### src/rtl/vector_result_collector_if.sv
// Bus bundle between the ALU lane array, the vector result collector and the register-file write port.
interface vector_result_collector_if #(
    parameter int ELEMS = 16,
    parameter int WIDTH = 32,
    parameter int AW    = 4
);
    localparam int VW = $clog2(ELEMS + 1);

    logic                   start;
    logic [AW-1:0]          dest_addr;
    logic [VW-1:0]          vlen;
    logic [3:0]             lane_valid;
    logic [WIDTH-1:0]       result0;
    logic [WIDTH-1:0]       result1;
    logic [WIDTH-1:0]       result2;
    logic [WIDTH-1:0]       result3;
    logic                   busy;
    logic                   wr_en;
    logic [AW-1:0]          wr_addr;
    logic [ELEMS*WIDTH-1:0] wr_data;
    logic [ELEMS-1:0]       wr_mask;
    logic                   done;
    logic                   overrun;

    modport master (
        output start, dest_addr, vlen, lane_valid, result0, result1, result2, result3,
        input  busy, wr_en, wr_addr, wr_data, wr_mask, done, overrun
    );

    modport slave (
        input  start, dest_addr, vlen, lane_valid, result0, result1, result2, result3,
        output busy, wr_en, wr_addr, wr_data, wr_mask, done, overrun
    );
endinterface

### src/rtl/vector_result_collector.sv
// Collects per-lane ALU results of one vector, group by group, then issues one masked register-file write.
// Latency: wr_en one cycle after the last element is captured; lanes are never stalled, duplicates raise overrun.
module vector_result_collector #(
    parameter int ELEMS = 16,
    parameter int WIDTH = 32,
    parameter int AW    = 4
) (
    input  logic                       clk,
    input  logic                       rst_n,
    vector_result_collector_if.slave   bus
);
    localparam int VW = $clog2(ELEMS + 1);
    localparam int GW = $clog2(ELEMS / 4 + 1);
    localparam int CW = VW + 2;

    typedef enum logic [1:0] {S_IDLE, S_COLLECT, S_WRITE} state_t;

    state_t            r_state;
    state_t            w_state_nxt;
    logic [GW-1:0]     r_g;
    logic [3:0]        r_got;
    logic [VW-1:0]     r_vlen;
    logic [AW-1:0]     r_addr;
    logic [ELEMS-1:0]  r_mask;
    logic              r_ovr;
    logic              r_err_pend;

    logic [WIDTH-1:0]  w_res [4];
    logic              w_start_ok;
    logic              w_start_bad;
    logic              w_in_col;
    logic [CW-1:0]     w_base;
    logic [3:0]        w_act;
    logic [3:0]        w_cap;
    logic [3:0]        w_dup;
    logic              w_grp_done;
    logic              w_last;
    logic [ELEMS-1:0]  w_mask_nxt;

    assign w_res[0] = bus.result0;
    assign w_res[1] = bus.result1;
    assign w_res[2] = bus.result2;
    assign w_res[3] = bus.result3;

    assign w_start_ok  = bus.start && (r_state == S_IDLE) && (bus.vlen != '0)
                         && (bus.vlen <= VW'(ELEMS));
    assign w_start_bad = bus.start && (r_state == S_IDLE) && !w_start_ok;
    assign w_in_col    = (r_state == S_COLLECT);

    // A lane is active only while its element index falls below the vector length.
    always_comb begin
        w_act  = '0;
        w_base = CW'(r_g) << 2;
        for (int i = 0; i < 4; i++) begin
            w_act[i] = (w_base + CW'(i)) < CW'(r_vlen);
        end
        w_mask_nxt = '0;
        for (int k = 0; k < ELEMS; k++) begin
            w_mask_nxt[k] = CW'(k) < CW'(bus.vlen);
        end
    end

    assign w_cap      = w_in_col ? (bus.lane_valid & w_act & ~r_got) : 4'b0000;
    assign w_dup      = w_in_col ? (bus.lane_valid & w_act &  r_got) : 4'b0000;
    assign w_grp_done = w_in_col && (((r_got | w_cap) & w_act) == w_act);
    assign w_last     = (w_base + CW'(4)) >= CW'(r_vlen);

    always_ff @(posedge clk or negedge rst_n) begin
        if (!rst_n) r_state <= S_IDLE;
        else        r_state <= w_state_nxt;
    end

    always_comb begin
        w_state_nxt = r_state;
        case (r_state)
            S_IDLE:    if (w_start_ok) w_state_nxt = S_COLLECT;
            S_COLLECT: if (w_grp_done && w_last) w_state_nxt = S_WRITE;
            S_WRITE:   w_state_nxt = S_IDLE;
            default:   w_state_nxt = S_IDLE;
        endcase
    end

    always_comb begin
        bus.busy  = (r_state != S_IDLE);
        bus.wr_en = (r_state == S_WRITE);
        bus.done  = (r_state == S_WRITE) || r_err_pend;
    end

    always_ff @(posedge clk or negedge rst_n) begin
        if (!rst_n) begin
            r_g        <= '0;
            r_got      <= '0;
            r_vlen     <= '0;
            r_addr     <= '0;
            r_mask     <= '0;
            r_ovr      <= 1'b0;
            r_err_pend <= 1'b0;
        end else begin
            r_err_pend <= w_start_bad;
            if (w_start_ok) begin
                r_g    <= '0;
                r_got  <= '0;
                r_vlen <= bus.vlen;
                r_addr <= bus.dest_addr;
                r_mask <= w_mask_nxt;
                r_ovr  <= 1'b0;
            end else begin
                if (w_start_bad || (w_dup != 4'b0000)) r_ovr <= 1'b1;
                if (w_grp_done) begin
                    r_got <= '0;
                    if (!w_last) r_g <= r_g + GW'(1);
                end else if (w_in_col) begin
                    r_got <= r_got | w_cap;
                end
            end
        end
    end

    // Element k belongs to group k/4 and is fed by lane k%4.
    for (genvar k = 0; k < ELEMS; k++) begin : g_elem
        logic [WIDTH-1:0] r_elem;
        always_ff @(posedge clk or negedge rst_n) begin
            if (!rst_n)                                       r_elem <= '0;
            else if (w_start_ok)                              r_elem <= '0;
            else if ((r_g == GW'(k / 4)) && w_cap[k % 4])     r_elem <= w_res[k % 4];
        end
        assign bus.wr_data[k*WIDTH +: WIDTH] = r_elem;
    end

    assign bus.wr_addr = r_addr;
    assign bus.wr_mask = r_mask;
    assign bus.overrun = r_ovr;
endmodule

### src/flat_wrapper.sv
// flat-port wrapper written by rule: the top's interface ports become plain ports
module vector_result_collector_flat 
#(
    parameter int ELEMS = 16,
    parameter int WIDTH = 32,
    parameter int AW    = 4
)
  (clk, rst_n, bus_start, bus_dest_addr, bus_vlen, bus_lane_valid, bus_result0, bus_result1, bus_result2, bus_result3, bus_busy, bus_wr_en, bus_wr_addr, bus_wr_data, bus_wr_mask, bus_done, bus_overrun);
  vector_result_collector_if #(.ELEMS(ELEMS), .WIDTH(WIDTH), .AW(AW)) bus_i ();
  input  logic clk;
  input  logic rst_n;
  input wire logic [$bits(bus_i.start)-1:0] bus_start;
  input wire logic [$bits(bus_i.dest_addr)-1:0] bus_dest_addr;
  input wire logic [$bits(bus_i.vlen)-1:0] bus_vlen;
  input wire logic [$bits(bus_i.lane_valid)-1:0] bus_lane_valid;
  input wire logic [$bits(bus_i.result0)-1:0] bus_result0;
  input wire logic [$bits(bus_i.result1)-1:0] bus_result1;
  input wire logic [$bits(bus_i.result2)-1:0] bus_result2;
  input wire logic [$bits(bus_i.result3)-1:0] bus_result3;
  output wire logic [$bits(bus_i.busy)-1:0] bus_busy;
  output wire logic [$bits(bus_i.wr_en)-1:0] bus_wr_en;
  output wire logic [$bits(bus_i.wr_addr)-1:0] bus_wr_addr;
  output wire logic [$bits(bus_i.wr_data)-1:0] bus_wr_data;
  output wire logic [$bits(bus_i.wr_mask)-1:0] bus_wr_mask;
  output wire logic [$bits(bus_i.done)-1:0] bus_done;
  output wire logic [$bits(bus_i.overrun)-1:0] bus_overrun;
  assign bus_i.start = bus_start;
  assign bus_i.dest_addr = bus_dest_addr;
  assign bus_i.vlen = bus_vlen;
  assign bus_i.lane_valid = bus_lane_valid;
  assign bus_i.result0 = bus_result0;
  assign bus_i.result1 = bus_result1;
  assign bus_i.result2 = bus_result2;
  assign bus_i.result3 = bus_result3;
  assign bus_busy = bus_i.busy;
  assign bus_wr_en = bus_i.wr_en;
  assign bus_wr_addr = bus_i.wr_addr;
  assign bus_wr_data = bus_i.wr_data;
  assign bus_wr_mask = bus_i.wr_mask;
  assign bus_done = bus_i.done;
  assign bus_overrun = bus_i.overrun;
  vector_result_collector #(.ELEMS(ELEMS), .WIDTH(WIDTH), .AW(AW)) u_core (.clk(clk), .rst_n(rst_n), .bus(bus_i));
endmodule
### config.mk
export PLATFORM = sky130hd
export DESIGN_NAME = vector_result_collector_flat
export DESIGN_NICKNAME = d
export VERILOG_FILES = /design/src/rtl/vector_result_collector_if.sv /design/src/rtl/vector_result_collector.sv /design/src/flat_wrapper.sv
export SDC_FILE = /design/constraint.sdc
export NUM_CORES = 1
export LEC_CHECK = 0
export BUFFER_PORTS_ARGS = -buffer_cell sky130_fd_sc_hd__buf_2
export CAP_MARGIN = 20
export CORE_AREA = 2 2 267 269
export CTS_CLUSTER_DIAMETER = 60
export CTS_CLUSTER_SIZE = 12
export DETAILED_ROUTE_END_ITERATION = 10
export DIE_AREA = 0 0 269 271
export PLACE_DENSITY = 0.55
export SYNTH_ARGS = -nofsm -noshare
export SYNTH_HDL_FRONTEND = slang
export SYNTH_SLANG_ARGS = --single-unit
export TNS_END_PERCENT = 50
### constraint.sdc
create_clock -name clk -period 2.44 [get_ports clk]
set_input_delay 0 -clock clk [delete_from_list [all_inputs] [get_ports clk]]
set_output_delay 0 -clock clk [all_outputs]
set_load 0.02 [all_outputs]
==> flow_summary.json <==
{
  "fmax_mhz": 433,
  "hold_path.class": "input pin to register",
  "powerDensity_nw_per_um2": 1090,
  "required_ns": 2.94,
  "synth_top_area_share_pct": 60.0,
  "clkLatencyLatePin_ns": 0.62,
  "async_flop_share_pct": 100,
  "p_switching_mw": 13.2,
  "layout-drive-gt1-share_pct": 30.6,
  "slew_viol_final": 0,
  "gr-total-overflow": 0,
  "seqPwrFrac_pct": 38.0,
  "wirelength_um": 76500,
  "place_area_um2": 27500,
  "die-area_um2": 72900,
  "area_delta_synth_final_pct": 35.7,
  "fin_cells": 3758,
  "place_hpwl_um": 52000,
  "power_frac_comb_pct": 37.8,
  "max-vdd-ir-drop_mv": 0.575,
  "grt_pass1_wl_um": 111000,
  "syn_inst": 1969,
  "yosys_warnings": 0,
  "cts_tree": "done",
  "worstPathMaxFanout": 16,
  "dpl.cell_count": 3515,
  "min_period_ns": 2.31,
  "fin_skew_ns": 0.0195,
  "ant_nets": 0,
  "p_leak_nw": 17.6,
  "drc": 0,
  "clockPowerShare_pct": 24.3,
  "avgSynthCellArea_um2": 11.6,
  "clock-sinks": 547,
  "synthTopCellsByArea": "dfrtp_1, mux2i_1, nor2_1",
  "min_period_over_period_pct": 94.7,
  "grt_pass1_vias": 18066,
  "synth-main-ff-cell": "dfrtp_1",
  "synth_edf_count": 0,
  "die_w_um": 269,
  "gp_congestion": 0.844,
  "hold_violations": 0,
  "finalInstanceArea_um2": 31000,
  "synth_top_cell_by_area": "dfrtp_1",
  "ioPinCount": 680,
  "grt_util_all_layers_pct": 19.8,
  "setup_tns_ns": 0,
  "syn_nets": 2125,
  "intPower_mw": 20.4,
  "fin_util_pct": 44.4,
  "io_buffers": 679,
  "firstDrtPassIters": 7,
  "relSlewSlack_pct": 64.6,
  "drt-initial-drc-count": 1140,
  "clk_pin_slew_worst_paths_ns": 0.06,
  "cts-buffers-inserted": 57,
  "ys_seq_area_share_pct": 60.0,
  "yosysUniqueCellTypes": 54,
  "multi_input_area_um2": 8350,
  "totalPowerFinal_mw": 33.7,
  "regArea_um2": 13700,
  "htreeDepth": 2,
  "cp-start-kind": "register",
  "cp.arrival_ns": 2.81,
  "fillers": 6638,
  "hold_slack_ns": 0.0521,
  "sw_frac_of_total_pct": 39.4,
  "wl_per_cell_um": 20.4,
  "setup_viol": 0,
  "setup_slack_ns": 0.129,
  "cap_violations": 0,
  "dpl_worst_slack_ns": -0.0387,
  "end_kind": "register",
  "ys_seq_elements": 547,
  "antenna_found_initial": 5,
  "num_vias": 18001,
  "core_area_um2": 69800,
  "grt_setup_unrepaired": "false",
  "cts-root-buf": "clkbuf_16",
  "viasPerCell": 4.79,
  "netlist_area_um2": 22800,
  "crit_type": "register to register",
  "start_util_pct": 32.7,
  "grt_max_degree": 83,
  "die_h_um": 271,
  "worstMarginPinSlew_ns": 0.531,
  "clock_path_buffers": 3,
  "rows": 97,
  "nNetsFinal": 2953,
  "status": "finished, final reports clean"
}
==> routing by layer <==
metal | global-route usage [%] | vias up | share of wire [%]
met5 | 0 | - | 0.017
met4 | 7.30 | 2 | 3.6
met3 | 5.72 | 149 | 7.9
met2 | 33.3 | 659 | 48
met1 | 23.8 | 8967 | 40
li1 | - | 8224 | -
==> power by group through the flow <==
stage               sequential [mW]  clock (mW)  combinational (mW)
finish                         12.8        8.17                12.7
global route                   13.0        8.77                13.7
CTS                            12.8        8.41                12.4
detailed placement             12.9           0                12.2
global placement               12.8           0                12.0
floorplan                      16.0           0                4.87
==> placed cells by master, fill, tap and decap left out, types with 3 or more instances in the layout <==
cell type,netlist,final
clkbuf_16,0,63
nor2_1,464,464
ha_1,12,9
buf_4,69,30
inv_1,11,9
nor2b_1,5,5
inv_8,0,3
nor3_1,7,7
nor4_4,2,3
buf_2,41,678
nor4b_4,4,4
dfrtp_1,547,546
nand2b_1,6,6
mux2i_1,449,447
clkbuf_8,0,3
diode_2,0,4
a21oi_1,47,47
nor3b_1,7,6
nand2_1,166,164
a31oi_1,12,12
dlygate4sd3_1,0,145
buf_12,0,31
inv_6,0,4
nand4_1,8,8
o21ai_0,49,49
buf_16,0,4
buf_6,0,5
==> what timing repair did <==
| action | 4_1_cts | 5_1_grt |
|---|---|---|
| setup buffers | 0 | 8 |
| pin swaps | 0 | 5 |
| hold buffers | 147 | 0 |
| setup endpoints to repair | 50 | 417 |
| gates cloned | 0 | 8 |
| resized for setup | 2 | 26 |
| hold endpoints to repair | 1059 | 0 |
==> cells by family after synthesis <==
group | synth area share (%)
muxes | 19.7
adders and majority gates | 0.658
xor gates and xnor gates | 0.0713
DFF | 60.0
buffers and inverters | 3.71
and+or+nand+nor | 12.5
AOI/OAI and AO/OA | 3.31
==> critical path: stages, from the launching register on <==
cell	delay [ns]
dfrtp_1	0.39
inv_2	0.10
ha_4	0.23
a21oi_4	0.20
buf_4	0.16
nand3_4	0.14
nor4b_4	0.28
buf_4	0.21
buf_12	0.21
mux2i_1	0.22
nor2_1	0.05
==> final timing paths <==
| path | start | to | slack, ns | depth (start not counted) |
|---|---|---|---|---|
| setup / recovery | u_core.bus.wr_mask[15]$_DFFE_PN0P_ | u_core.g_elem[14].r_elem[26]$_DFFE_PN0P_ | 0.13 | 10 |
| hold / removal | bus_vlen[0] | u_core.bus.wr_mask[8]$_DFFE_PN0P_ | 0.05 | 4 |
| setup reg to reg | u_core.bus.wr_mask[15]$_DFFE_PN0P_ | u_core.g_elem[14].r_elem[26]$_DFFE_PN0P_ | 0.13 | 10 |
| hold reg to reg | u_core.bus.wr_mask[0]$_DFFE_PN0P_ | u_core.bus.wr_mask[0]$_DFFE_PN0P_ | 0.47 | 1 |
| max in group asynchronous | rst_n | u_core.g_elem[10].r_elem[4]$_DFFE_PN0P_ | 1.14 | 4 |
| min in group asynchronous | rst_n | u_core.g_elem[4].r_elem[13]$_DFFE_PN0P_ | 0.50 | 3 |
==> final cells by class <==
| type | instances | area share (%) |
|---|---|---|
| flip-flops and latches | 547 | 44.2 |
| multi-input cells | 1279 | 27.0 |
| repair buffers | 901 | 19.5 |
| clock buffers | 62 | 4.77 |
| well taps | 940 | 3.80 |
| clock inverters | 14 | 0.570 |
| inverters | 11 | 0.133 |
| diodes | 4 | 0.0323 |
==> Yosys cell counts (all sizes together), types with 2 or more instances <==
library cell	instances
nor2b	5
buf	111
a31oi	12
a21oi	48
inv	11
or4	2
nor2	464
dfrtp	547
nor4b	4
nor4	3
o21ai	50
ha	12
nor3b	8
nor3	7
and4	2
o21ba	2
o21bai	2
mux2i	449
clkbuf	21
nand2	166
nand4	8
and2	2
a32oi	2
nand2b	6
a21o	2
nand3	3
==> state kept, by name, summed over array words and instances, names as in the netlist <==
name and cells:
u_core.bus.overrun 1, u_core.bus.wr_addr 4, u_core.bus.wr_mask 16, u_core.g_elem.r_elem 512
u_core.r_err_pend 1, u_core.r_g 3, u_core.r_got 4, u_core.r_state 2
u_core.r_vlen 4
Note: power is estimated with default switching activity, not from simulation.
